### config.mk
export PLATFORM = sky130hd
export DESIGN_NAME = screen_sequencer
export DESIGN_NICKNAME = d
export VERILOG_FILES = /design/src/rtl/screen_sequencer.sv
export SDC_FILE = /design/constraint.sdc
export NUM_CORES = 1
export LEC_CHECK = 0
export ABC_AREA = 0
export CAP_MARGIN = 25
export CORE_ASPECT_RATIO = 0.9
export CORE_MARGIN = 2
export CORE_UTILIZATION = 40
export DETAILED_ROUTE_END_ITERATION = 6
export GPL_TIMING_DRIVEN = 0
export PLACE_DENSITY_LB_ADDON = 0.08
export SLEW_MARGIN = 0
export SYNTH_ARGS = -nofsm -noshare
export SYNTH_HDL_FRONTEND = slang
export SYNTH_SLANG_ARGS = --single-unit
### constraint.sdc
create_clock -name clk -period 2.15 [get_ports clk]
set_input_delay 0.215 -clock clk [delete_from_list [all_inputs] [get_ports clk]]
set_output_delay 0.215 -clock clk [all_outputs]
set_load 0.02 [all_outputs]
### src/rtl/screen_sequencer.sv
// Screen sequencer: maps the OLED raster index to x/y, muxes the active screen's colour,
// and steps TITLE/SCREEN1/SCREEN2/PLAY on frame boundaries. Optional idle fallback: SCREEN_IDLE_TIMEOUT_EN.
module screen_sequencer #(
    parameter int IDLE_FRAMES = 1800
) (
    input  logic        clk,
    input  logic        reset_n,
    input  logic [12:0] pixel_index,
    input  logic        frame_begin,
    input  logic        btn_next,
    input  logic        btn_back,
    input  logic [15:0] scr0_data,
    input  logic [15:0] scr1_data,
    input  logic [15:0] scr2_data,
    input  logic [15:0] scr3_data,
    output logic [6:0]  x,
    output logic [5:0]  y,
    output logic [1:0]  screen_sel,
    output logic [15:0] oled_data,
    output logic        screen_changed
);

    typedef enum logic [1:0] {
        S_TITLE   = 2'd0,
        S_SCREEN1 = 2'd1,
        S_SCREEN2 = 2'd2,
        S_PLAY    = 2'd3
    } state_t;

    function automatic state_t next_of(input state_t s);
        case (s)
            S_TITLE:   next_of = S_SCREEN1;
            S_SCREEN1: next_of = S_SCREEN2;
            default:   next_of = S_PLAY;
        endcase
    endfunction

    function automatic state_t back_of(input state_t s);
        case (s)
            S_SCREEN2: back_of = S_SCREEN1;
            default:   back_of = S_TITLE;
        endcase
    endfunction

    state_t state_q, state_d;
    state_t target_q, target_d;
    logic   pending_q, pending_d;
    logic   changed_q, changed_d;

    logic   press_next, press_back, commit, idle_expired;

    assign press_next = btn_next & ~btn_back;
    assign press_back = btn_back & ~btn_next;
    assign commit     = frame_begin & pending_q;

`ifdef SCREEN_IDLE_TIMEOUT_EN
    localparam logic [10:0] IDLE_LIMIT = 11'(IDLE_FRAMES);

    logic [10:0] idle_cnt_q, idle_cnt_d;
    logic        in_menu;

    assign in_menu      = (state_q == S_SCREEN1) || (state_q == S_SCREEN2);
    assign idle_expired = in_menu && !pending_q && !(btn_next || btn_back)
                          && (idle_cnt_q == IDLE_LIMIT);

    always_comb begin
        idle_cnt_d = idle_cnt_q;
        if (!in_menu || commit || btn_next || btn_back || idle_expired) begin
            idle_cnt_d = '0;
        end else if (frame_begin && !pending_q) begin
            idle_cnt_d = idle_cnt_q + 11'd1;
        end
    end

    always_ff @(posedge clk or negedge reset_n) begin
        if (!reset_n) begin
            idle_cnt_q <= '0;
        end else begin
            idle_cnt_q <= idle_cnt_d;
        end
    end
`else
    logic unused_idle;
    assign unused_idle  = IDLE_FRAMES[0];
    assign idle_expired = 1'b0;
`endif

    // State register
    always_ff @(posedge clk or negedge reset_n) begin
        if (!reset_n) begin
            state_q   <= S_TITLE;
            target_q  <= S_TITLE;
            pending_q <= 1'b0;
            changed_q <= 1'b0;
        end else begin
            state_q   <= state_d;
            target_q  <= target_d;
            pending_q <= pending_d;
            changed_q <= changed_d;
        end
    end

    // Only one target may be pending; it lands on the cycle after frame_begin so a frame never switches mid-scan.
    always_comb begin
        state_d   = state_q;
        target_d  = target_q;
        pending_d = pending_q;
        changed_d = 1'b0;
        if (commit) begin
            state_d   = target_q;
            pending_d = 1'b0;
            changed_d = 1'b1;
        end else if (!pending_q) begin
            if (press_next && (state_q != S_PLAY)) begin
                pending_d = 1'b1;
                target_d  = next_of(state_q);
            end else if (press_back && (state_q != S_TITLE)) begin
                pending_d = 1'b1;
                target_d  = back_of(state_q);
            end else if (idle_expired) begin
                pending_d = 1'b1;
                target_d  = S_TITLE;
            end
        end
    end

    always_comb begin
        screen_sel     = state_q;
        screen_changed = changed_q;
    end

    logic        pix_valid;
    logic [6:0]  x_q;
    logic [5:0]  y_q;
    logic        valid_q;
    state_t      sel_px_q;
    logic [15:0] oled_q;
    logic [15:0] scr_mux;

    // Indices 6144..8191 have bits 12 and 11 both set.
    assign pix_valid = ~(pixel_index[12] & pixel_index[11]);

    always_comb begin
        case (sel_px_q)
            S_TITLE:   scr_mux = scr0_data;
            S_SCREEN1: scr_mux = scr1_data;
            S_SCREEN2: scr_mux = scr2_data;
            default:   scr_mux = scr3_data;
        endcase
    end

    // The select is captured with x/y so colour and coordinate stay paired through the pipe.
    always_ff @(posedge clk or negedge reset_n) begin
        if (!reset_n) begin
            x_q      <= '0;
            y_q      <= '0;
            valid_q  <= 1'b0;
            sel_px_q <= S_TITLE;
            oled_q   <= '0;
        end else begin
            if (pix_valid) begin
                x_q <= 7'(pixel_index % 13'd96);
                y_q <= 6'(pixel_index / 13'd96);
            end else begin
                x_q <= '0;
                y_q <= '0;
            end
            valid_q  <= pix_valid;
            sel_px_q <= state_q;
            oled_q   <= valid_q ? scr_mux : 16'h0000;
        end
    end

    assign x         = x_q;
    assign y         = y_q;
    assign oled_data = oled_q;

endmodule

==> metrics.md <==
| Metric | Value |
|---|---|
| LEAKAGE | `1.38 nW` |
| Synth Flop Type | `dfrtp_1` |
| Final setup fails | `0` |
| Yosys top cell by area | `dfrtp_1` |
| Top achievable clock speed | `518 MHz` |
| Final worst slack | `0.221 ns` |
| CP startpoint kind | `input port` |
| Gr usage total | `20.8%` |
| CTS Buf Count | `5` |
| Routed WL | `6230 um` |
| Clk buf depth | `2` |
| Worst Skew | `0.00691 ns` |
| Post-CTS setup buffers | `0` |
| Iter 0 DRT Violations | `98` |
| Hold crit path type | `input port to asynchronous set/reset pin` |
| Vias in the first global route | `1,838` |
| Largest net degree at the start of global routing | `39` |
| Starting density of the core | `42.0%` |
| IR drop worst, VDD | `0.000520 V` |
| HPWL after DPL | `4920 um` |
| Max-slew violation count | `0` |
| FFs w/ async S/R, synth | `100%` |
| Die Area | `6200 um2` |
| DR pass1 iterations | `4` |
| Initial antenna violation count | `0` |
| RSZ-0062 raised after global routing | `no` |
| RePlAce Congestion | `0.850` |
| Root Driver | `clkbuf_8` |
| Clock sink count | `38` |
| Layout Nets | `399` |
| Syn_nets | `281` |
| Register area share after synthesis | `42.5%` |
| Util after Layout | `66.5%` |
| Final hold viol count | `0` |
| Fillers | `437` |
| Outcome | `finished, final reports clean` |
| Global-route wire length before repair | `10,000 um` |
| Number of flops mapped to enable cells by yosys | `0` |
| FF-to-FF path depth | `4` |
| Slew @ Worst Pin | `0.824 ns` |
| Tmin final | `1.93 ns` |
| Via density | `5.25` |
| Vias | `2,023` |
| Critical Path End Type | `register` |
| DRC Markers | `0` |
| Synth Instances | `199` |
| IO Port Bufs | `111` |
| Count of cell types in the netlist | `50` |
| Inst Count DP | `377` |
| #FFs+latches synth | `38` |
| CP Data Required Time | `2.35 ns` |
| Hold Buf Count CTS | `0` |
| Top cells by count, synth | `dfrtp_1, and2_1, mux4_2, a21oi_1, nand2_1` |
| Area grow syn2layout | `58.1%` |
| Slew margin rel. | `45.0%` |
| Crit-path max FO | `10` |
| Fin Setup TNS | `0 ns` |
| Rows | `25` |
| Setup CP Type | `input port to register` |
| Clock H-tree levels | `2` |
| Antenna diode count | `0` |
| Largest cells by area after synthesis | `dfrtp_1, mux4_2, and2_1, a21oi_1, o21ai_0` |
| Post-Syn Area | `2240 um2` |
| Die width | `82.8 um` |
| Crit share post-route | `89.7%` |
| WL per Instance | `16.2 um` |
| Syn avg cell area | `11.2 um2` |
| GRT Residual Overflow | `0` |
| Post-route ant nets | `0` |
| Worst slack, placed | `-0.0624 ns` |
| Warnings from Yosys | `0` |
| PostCTS Resize Cnt | `0` |
| Non-filler cells, final | `385` |
| Die Ht | `74.9 um` |
| Clk pin slew, worst setup/hold paths | `0.08 ns` |
| Top-count cell post-synth | `dfrtp_1` |
| Footprint of the multi-input gates | `1190 um2` |
| CTS tree | `yes` |
| CP arrival | `2.13 ns` |
| Number of max-cap violations | `0` |
| Share of layout cells above drive strength 1 | `12.6%` |
| Post-synth top area share | `42.5%` |
| CORE AREA | `5320 um2` |
| # IOs | `114` |
| PwrDens | `869 nW/um2` |
| Skew-Pair Late Insertion Delay | `0.29 ns` |
| Register area | `951 um2` |
cells in the final DEF (no fill, tap or decap), types with 3 or more instances in the layout:
cell type / n
mux4_2: 16
dfrtp_1: 38
nor2b_1: 3
clkbuf_1: 7
a21oi_1: 11
buf_2: 6
nand2b_1: 5
inv_1: 4
a31oi_1: 5
nor2_1: 7
o22ai_1: 3
nand2_1: 11
and2_1: 23
clkdlybuf4s50_1: 110
o21ai_0: 10
xor2_1: 3
clkbuf_8: 5
worst max-delay path: stages:
cell and delay, ns:
clkdlybuf4s50_1 0.62, buf_6 0.21, nand2_1 0.08, o31ai_1 0.21
a2bb2oi_1 0.30, nor3_1 0.11, a21o_1 0.19, o32ai_2 0.19
per-layer routing:
layer | wire length (um) | GRT usage, % | share of wire (%)
met5 | 0 | 0 | 0
met1 | 2800 | 29.0 | 45
met4 | 67 | 5.46 | 1.1
met3 | 470 | 5.37 | 7.5
met2 | 2900 | 32.9 | 47
final timing paths:
kind,startpoint,end,slack [ns]
setup reg to reg,sel_px_q[1],oled_data[5],0.29
hold reg to reg,screen_sel[0],sel_px_q[0],0.53
max in group asynchronous,reset_n,oled_data[10],1.60
hold / removal,reset_n,x[4],0.02
min in group clk,btn_next,target_q[1],0.33
setup / recovery,pixel_index[10],x[6],0.22
state kept, by name, indices dropped and copies added (netlist names), 2 cells and up:
name	count
oled_data	16
screen_sel	2
sel_px_q	2
target_q	2
x	7
y	6
through the flow:
step | power [W] | hold WS [ns] | instance area [um2]
2_1_floorplan | 0.00185 | -0.0806 | 2240
3_3_place_gp | 0.00248 | 0.509 | 3430
3_5_place_dp | 0.00251 | 0.365 | 3430
4_1_cts | 0.00311 | 0.0476 | 3540
5_1_grt | 0.00327 | 0.0981 | 3540
6_report | 0.00307 | 0.0156 | 3540
cells by family (layout without fill, tap and decap cells):
| group | after synthesis | after routing | share of synthesized area, % |
|---|---|---|---|
| simple gates | 66 | 66 | 17.3 |
| compound gates | 52 | 52 | 15.9 |
| flops | 38 | 38 | 42.5 |
| buf+inv | 20 | 139 | 4.31 |
| mux | 18 | 18 | 17.1 |
| xor+xnor | 5 | 5 | 2.80 |
area by class of cell:
type                            count  share of cell area, %
Multi-Input combinational cell    141                   33.6
Clock inverter                      2                   1.06
Tap cell                           67                   2.37
Timing Repair Buffer              111                   31.3
Buffer                             14                   2.09
Sequential cell                    38                   26.9
Inverter                            6                  0.637
Clock buffer                        6                   2.05
report_power, final:
part	leakage, nW	internal (W)	switching, W	total (W)
Combinational	0.862	0.000791	0.000660	0.00145
Sequential	0.469	0.000915	0.000115	0.00103
Clock	0.0514	0.000346	0.000248	0.000594
Total	1.38	0.00205	0.00102	0.00307
Power figures use the tool's default switching activity.
